`config.mk`:
```
export PLATFORM = sky130hd
export DESIGN_NAME = if_fetch_unit_flat
export DESIGN_NICKNAME = d
export VERILOG_FILES = /design/src/rtl/if_fetch_unit_if.sv /design/src/rtl/if_fetch_unit.sv /design/src/flat_wrapper.sv
export SDC_FILE = /design/constraint.sdc
export NUM_CORES = 1
export LEC_CHECK = 0
export BUFFER_PORTS_ARGS = -buffer_cell sky130_fd_sc_hd__buf_2
export CAP_MARGIN = 10
export CORE_MARGIN = 8
export CORE_UTILIZATION = 35
export DETAILED_ROUTE_END_ITERATION = 16
export SLEW_MARGIN = 10
export SYNTH_ARGS = -nofsm -noshare
export SYNTH_HDL_FRONTEND = slang
export SYNTH_SLANG_ARGS = --single-unit
```
`constraint.sdc`:
```
create_clock -name clk -period 2.3 [get_ports clk]
set_input_delay 0 -clock clk [delete_from_list [all_inputs] [get_ports clk]]
set_output_delay 0 -clock clk [all_outputs]
set_load 0.01 [all_outputs]
```
`src/rtl/if_fetch_unit_if.sv`:
```
// Instruction-memory request/response bus between the fetch stage and imem.
//   req    : fetch request valid (master -> slave)
//   addr   : word-aligned fetch address (master -> slave)
//   gnt    : request accepted this cycle (slave -> master)
//   rvalid : read data valid, at most one per accepted request (slave -> master)
//   rdata  : read data (slave -> master)
interface if_fetch_unit_if;
  logic        req;
  logic [31:0] addr;
  logic        gnt;
  logic        rvalid;
  logic [31:0] rdata;

  modport master (output req, output addr, input gnt, input rvalid, input rdata);
  modport slave  (input req, input addr, output gnt, output rvalid, output rdata);
endinterface

```
`src/rtl/if_fetch_unit.sv`:
```
// Instruction-fetch stage feeding the IF/ID pipeline register.
// Owns the PC, keeps one imem request outstanding at a time, buffers one
// returned instruction and stalls IF/ID until that buffer is valid.
// Ports:
//   clk, reset     clock (rising edge), asynchronous active-high reset
//   freeze         hazard freeze; holds the buffered instruction
//   branch_taken   redirect from EXE
//   branch_addr    redirect target, bits [1:0] ignored
//   imem           instruction-memory bus (master side)
//   pc_out         pc+4 of the buffered instruction
//   instruction    buffered instruction
//   if_stall       1 while no valid instruction is buffered
//
// state   | meaning
// --------+--------------------------------------------------------------
// S_FETCH | request driven at pc, waiting for gnt
// S_WAIT  | request accepted, waiting for its response
// S_DRAIN | accepted request was made stale by a branch; drop its response
// S_HOLD  | instruction buffered and presented to IF/ID
module if_fetch_unit #(
  parameter logic [31:0] RESET_PC = 32'h0000_0000
) (
  input  logic                   clk,
  input  logic                   reset,
  input  logic                   freeze,
  input  logic                   branch_taken,
  input  logic [31:0]            branch_addr,
  if_fetch_unit_if.master        imem,
  output logic [31:0]            pc_out,
  output logic [31:0]            instruction,
  output logic                   if_stall
);

  typedef enum logic [1:0] {S_FETCH, S_WAIT, S_DRAIN, S_HOLD} state_t;

  state_t      state, next_state;
  logic [31:0] pc, next_pc;
  logic [31:0] instr_buf, next_instr_buf;
  logic [31:0] branch_target;

  assign branch_target = {branch_addr[31:2], 2'b00};

  always_ff @(posedge clk or posedge reset) begin
    if (reset) begin
      state     <= S_FETCH;
      pc        <= RESET_PC;
      instr_buf <= 32'h0;
    end else begin
      state     <= next_state;
      pc        <= next_pc;
      instr_buf <= next_instr_buf;
    end
  end

  always_comb begin
    next_state     = state;
    next_pc        = pc;
    next_instr_buf = instr_buf;
    case (state)
      S_FETCH: begin
        // A grant coinciding with a redirect still owes a response, which
        // belongs to the old address and must be drained.
        if (branch_taken) begin
          next_pc    = branch_target;
          next_state = imem.gnt ? S_DRAIN : S_FETCH;
        end else if (imem.gnt) begin
          next_state = S_WAIT;
        end
      end
      S_WAIT: begin
        if (branch_taken) begin
          next_pc    = branch_target;
          next_state = imem.rvalid ? S_FETCH : S_DRAIN;
        end else if (imem.rvalid) begin
          next_instr_buf = imem.rdata;
          next_state     = S_HOLD;
        end
      end
      S_DRAIN: begin
        if (branch_taken) begin
          next_pc = branch_target;
        end
        if (imem.rvalid) begin
          next_state = S_FETCH;
        end
      end
      S_HOLD: begin
        if (branch_taken) begin
          next_pc    = branch_target;
          next_state = S_FETCH;
        end else if (!freeze) begin
          // IF/ID captures the buffered instruction on this edge.
          next_pc    = pc + 32'd4;
          next_state = S_FETCH;
        end
      end
      default: begin
        next_state = S_FETCH;
      end
    endcase
  end

  assign imem.req    = (state == S_FETCH) && !reset;
  assign imem.addr   = {pc[31:2], 2'b00};
  assign pc_out      = pc + 32'd4;
  assign instruction = instr_buf;
  assign if_stall    = (state != S_HOLD);

endmodule
```
`src/flat_wrapper.sv`:
```
// flat-port wrapper written by rule: the top's interface ports become plain ports
module if_fetch_unit_flat 
#(
  parameter logic [31:0] RESET_PC = 32'h0000_0000
)
  (clk, reset, freeze, branch_taken, branch_addr, pc_out, instruction, if_stall, imem_req, imem_addr, imem_gnt, imem_rvalid, imem_rdata);
  if_fetch_unit_if imem_i ();
  input  logic clk;
  input  logic reset;
  input  logic freeze;
  input  logic branch_taken;
  input  logic [31:0] branch_addr;
  output logic [31:0] pc_out;
  output logic [31:0] instruction;
  output logic if_stall;
  output wire logic [$bits(imem_i.req)-1:0] imem_req;
  output wire logic [$bits(imem_i.addr)-1:0] imem_addr;
  input wire logic [$bits(imem_i.gnt)-1:0] imem_gnt;
  input wire logic [$bits(imem_i.rvalid)-1:0] imem_rvalid;
  input wire logic [$bits(imem_i.rdata)-1:0] imem_rdata;
  assign imem_req = imem_i.req;
  assign imem_addr = imem_i.addr;
  assign imem_i.gnt = imem_gnt;
  assign imem_i.rvalid = imem_rvalid;
  assign imem_i.rdata = imem_rdata;
  if_fetch_unit #(.RESET_PC(RESET_PC)) u_core (.clk(clk), .reset(reset), .freeze(freeze), .branch_taken(branch_taken), .branch_addr(branch_addr), .imem(imem_i), .pc_out(pc_out), .instruction(instruction), .if_stall(if_stall));
endmodule
```
Yosys cells after proc, flatten, opt, wreduce, memory -nomap -nowiden --
Cells that the tools add are included. W data, S select, Z words.
Word-level totals: output and inout bits 98, bits in registers 66, input bits 70, word-level logic and storage cells 35
Operators by class: mux-type cells 14, reductions and logical operators 7, bitwise operators 1, eq/ne operators 9, add/subtract/negate cells 1
Operators by type and width (count):
- $mux W32 | 3
- $pmux W32 S2 | 1
- $add A32 B3 Y32 const B | 1
- $mux W2 | 9
- $ne A3 B3 Y1 const B | 3
- $pmux W2 S4 | 1
- $eq A2 B2 Y1 const B | 2
- $ne A2 B2 Y1 const B | 2
- $reduce_and A4 Y1 | 1
- $reduce_and A3 Y1 | 1
- $reduce_or A3 Y1 | 1
- $eq A2 B1 Y1 const B | 1
- $logic_not A2 Y1 | 1
- $ne A2 B1 Y1 const B | 1
- $reduce_and A2 Y1 | 1
- $logic_and A1 B1 Y1 | 1
- $logic_not A1 Y1 | 1
- $not A1 Y1 | 1

Logic depth before layout (Yosys ltp) --
depth in word-level cells 4, depth in mapped cells 6, gate-level depth less buffers 5

Worst setup path after synthesis --
Ideal clock, no wire load.
path kind flip-flop to flip-flop, start register u_core.pc[2], end register u_core.pc[26], setup slack 0.259 ns, data required time 2.173 ns, library setup time 0.127 ns, data arrival time 1.914 ns, cell stages (with the launch flop) 6, buffers on the path 0, clock period less this slack 2.041 ns, path through dfrtp_1 -> ha_1 -> nand3_1 -> nor4_1 -> a31o_2 -> o21ai_0
On the way: longest elaborated chain between the ends 4
RTL lines:
- start: declaration | line if_fetch_unit.sv:37 | logic [31:0] pc, next_pc;
- start signal: assignment | line if_fetch_unit.sv:50 | pc <= next_pc;
- $add A32 B3 Y32 | line if_fetch_unit.sv:93 | next_pc = pc + 32'd4;
- $mux W32 | line if_fetch_unit.sv:91 | end else if (!freeze) begin
- $mux W32 | line if_fetch_unit.sv:88 | if (branch_taken) begin
- $pmux W32 S2 | line if_fetch_unit.sv:59 | case (state)
Every way passes these cells. The select of a mux whose other input is x is not followed. A chain may end at the register's enable or synchronous reset.

Worst setup path after layout --
start register u_core.pc[4], end output pc_out[21]
On the way: longest elaborated chain between the ends 1
RTL lines:
- $add A32 B3 Y32 | line if_fetch_unit.sv:105 | assign pc_out = pc + 32'd4;
- end: declaration | line flat_wrapper.sv:13 | output logic [31:0] pc_out;
Every way passes these cells.

==> out/summary.md <==
## Worst setup path
• **worst-path maximum fanout** 8
• **Worst Path Arrival** 2.19 ns
• **Worst R2R Setup Slack** 0.13 ns
• **cells along the critical path** nand4_1 -> nor4_2 -> buf_4 -> nand4_1 -> xnor2_1 -> buf_2
• **Crit Path Category** reg2out
• **Crit path required time** 2.30 ns
• **largest incremental delay on the critical path** 0.53 ns
• **Most Frequent Cell on Critical Path** nand4_1
• **Critical-path top delay cell** dfrtp_1
• **startpoint type of the worst setup path** flip-flop
• **Crit. End Element** output pin

## Layout
• **number of nets at the end of the flow** 689
• **Area Growth Syn to Fin** 52.7%
• **final antenna diode count** 0
• **# fillers** 913
• **fraction of layout instances using a drive strength above 1** 0.398
• **Post-Layout Cell Count** 759
• **area occupied by multi-input gates** 1950 µm²
• **Register Area** 1600 µm²

## Detailed routing
• **number of nets still failing antenna checks after routing** 0
• **mean routed wirelength per cell** 17.6 µm
• **violation count after the first detailed-route iteration** 218
• **total via count after detailed routing** 3,844
• **number of detailed-routing iterations run before antenna repair** 4
• **remaining design rule violation count** 0
• **wire length after detailed routing** 13,300 µm
• **routed via count divided by cell count** 5.06

## Logic synthesis
• **count of unique library cells instantiated by Yosys** 46
• **share of Yosys cell area claimed by the top area cell type** 0.439
• **cell type with the largest total area after synthesis** dfrtp_1
• **synthesized area divided by synthesized cell count** 9.50 µm²
• **fraction of synthesis flops using an asynchronous set or reset pin** 1.00
• **share of synthesized area occupied by flip-flops and latches** 0.439
• **predominant post-synthesis flop cell** dfrtp_1
• **Post-synth EDFFs** 0
• **Syn. warnings** 0
• **cells taking the most area after synthesis** dfrtp_1 44%, mux2_2 9.6%, xnor2_1 6.0%
• **total of flip-flops plus latches after synthesis** 64
• **Syn Std Cell Area** 3650 µm²
• **post-synthesis instance total** 384

## GRT
• **total overflow reported by the global router** 0
• **antenna violations before repair** 0
• **global-route wire length before repair** 22,000 µm
• **maximum number of pins on one net before global-route repair** 44
• **via count of the first global-routing pass** 4,159
• **global router's overall resource usage** 0.191

## Timing
• **min setup slack post-route** 0.109 ns
• **Rel. slew slack** 0.547
• **transition time at the pin with the least slew margin** 0.679 ns
• **final setup violation count** 0
• **Hold WS** 0.0999 ns
• **clock skew after layout** 0.00887 ns
• **Max Transition Viols Final** 0
• **final hold violation count** 0
• **clock period minus final worst setup slack** 2.19 ns
• **highest attainable clock frequency** 456 MHz
• **final worst path period share** 0.953
• **final total negative setup slack** 0 ns

## Floorplan
• **full die area** 14,000 µm²
• **number of core rows** 37
• **core box area** 10,200 µm²
• **die extent in x** 118 µm
• **IO Count** 168
• **starting density of the core** 0.357
• **Die Y-Extent** 118 µm

## Clock tree
• **clock transition at the registers of the reported paths** 0.08 ns
• **number of CTS-inserted buffers** 9
• **clock latency on the worst-skew pair** 0.34 ns
• **CTS sink count** 64
• **H-Tree Depth** 3
• **clock tree from TritonCTS** done
• **CTS Root Buffer Type** clkbuf_8
• **number of buffers on the longest clock path** 2

## Power and ir drop
• **Static Leak** 2.52 nW
• **worst-case vdd ir drop** 0.000313 V
• **Cell Pwr Density** 726 nW/µm²
• **total power** 4.04 mW

## Outcome
• **status** finished clean

## Place
• **routability cong.** 0.868
• **worst slack after detailed placement** 0.224 ns
• **count of buffers from port buffering** 161
• **Post-DP HPWL** 9480 µm
• **Cells after DPL** 677

## Hold path
• **Hold WC Path Type** in2reg

## Run
• **number of maximum-capacitance constraint violations** 0

## area by class of cell
type | instances | area share
clock buffer | 9 | 0.0222
clock inverter | 7 | 0.00988
inverter | 8 | 0.00539
multi-input combinational | 286 | 0.350
sequential | 64 | 0.287
tap | 136 | 0.0305
timing repair buffer | 249 | 0.295
## repair_timing
| item | in CTS | in global routing |
|---|---|---|
| gates resized for setup | 1 | 9 |
| hold endpoints to repair | 96 | 0 |
| buffers inserted | 0 | 0 |
| gates cloned | 0 | 0 |
| hold buffers | 66 | 0 |
| endpoints found under the setup margin | 2 | 9 |
## report_power, final
group / total, mW / switching (mW) / internal [mW] / leakage (nW)
Combinational: 1.44 / 0.708 / 0.729 / 1.66
Clock: 0.907 / 0.505 / 0.402 / 0.0866
Sequential: 1.70 / 0.243 / 1.46 / 0.778
## routing by layer
metal | GRT usage | vias to the layer above | wire length, µm
li1 | - | 1852 | -
met1 | 0.242 | 1806 | 6000
met2 | 0.313 | 162 | 6100
met3 | 0.0460 | 24 | 1000
met4 | 0.0584 | 0 | 225
met5 | 0 | - | 0
## flip-flops by register name, summed over array words and instances (netlist names)
name                cells
u_core.state            2
u_core.pc              30
u_core.instruction     32
## placed cells by master, fill, tap and decap left out, drive strengths merged, types with 2 or more instances in the layout
cell type / count
and3: 7
a21oi: 3
nor3: 11
o31ai: 6
nand3: 29
and2: 3
and4: 4
conb: 4
dlygate4sd3: 66
mux2: 32
clkbuf: 9
clkinv: 2
clkinvlp: 2
buf: 183
a31oi: 13
xnor2: 25
nor4: 6
o311ai: 5
a31o: 2
xor2: 14
o21ai: 16
nor2: 32
dfrtp: 64
nand2: 36
inv: 11
or4: 7
nand4: 16
## cell families after synthesis
| group | Yosys count | synth area share |
|---|---|---|
| DFF | 64 | 0.439 |
| adders and majority gates | 1 | 0.00343 |
| AOI/OAI and AO/OA | 50 | 0.0891 |
| muxes | 33 | 0.101 |
| buffers and inverters | 37 | 0.0449 |
| and+or+nand+nor | 159 | 0.228 |
| xor gates and xnor gates | 39 | 0.0936 |
| other | 1 | 0.00103 |
## stage by stage
step	instance area, µm²	utilization
final	5570	0.545
after global routing	5570	0.545
after CTS	5530	0.540
after detailed placement	4680	0.458
after global placement	4680	0.458
after floorplan	3660	-
## cell usage after synthesis, types with 2 or more instances
library cell and count:
nand4_1 15, xor2_1 14, nor4_1 6, inv_1 8, o311ai_0 5, a31o_2 2
xnor2_1 25, o31ai_1 6, nand3_1 29, buf_1 6, buf_2 6, and2_1 3
and4_1 4, and3_1 7, mux2_2 31, a31oi_1 13, or4_1 6, nor2_1 32
o21ai_0 16, a21oi_1 3, nand2_1 36, buf_4 4, clkbuf_2 2, clkbuf_1 11
dfrtp_1 64, nor3_1 10
## worst paths after layout
check / from / to / depth (start not counted)
setup / recovery: u_core.pc[4] / pc_out[21] / 6
hold reg to reg: u_core.instruction[13] / u_core.instruction[13] / 1
hold / removal: branch_taken / u_core.pc[30] / 4
max in group asynchronous: reset / u_core.pc[13] / 4
setup reg to reg: u_core.pc[3] / u_core.pc[20] / 6
min in group asynchronous: reset / u_core.instruction[16] / 3
## critical path: cells and delay by family, from the launching register on
kind	cells	cell delay [ns]
and+or+nand+nor	3	0.81
DFF	1	0.53
buffers and inverters	2	0.33
xor gates and xnor gates	1	0.16
Power figures use the tool's default switching activity.
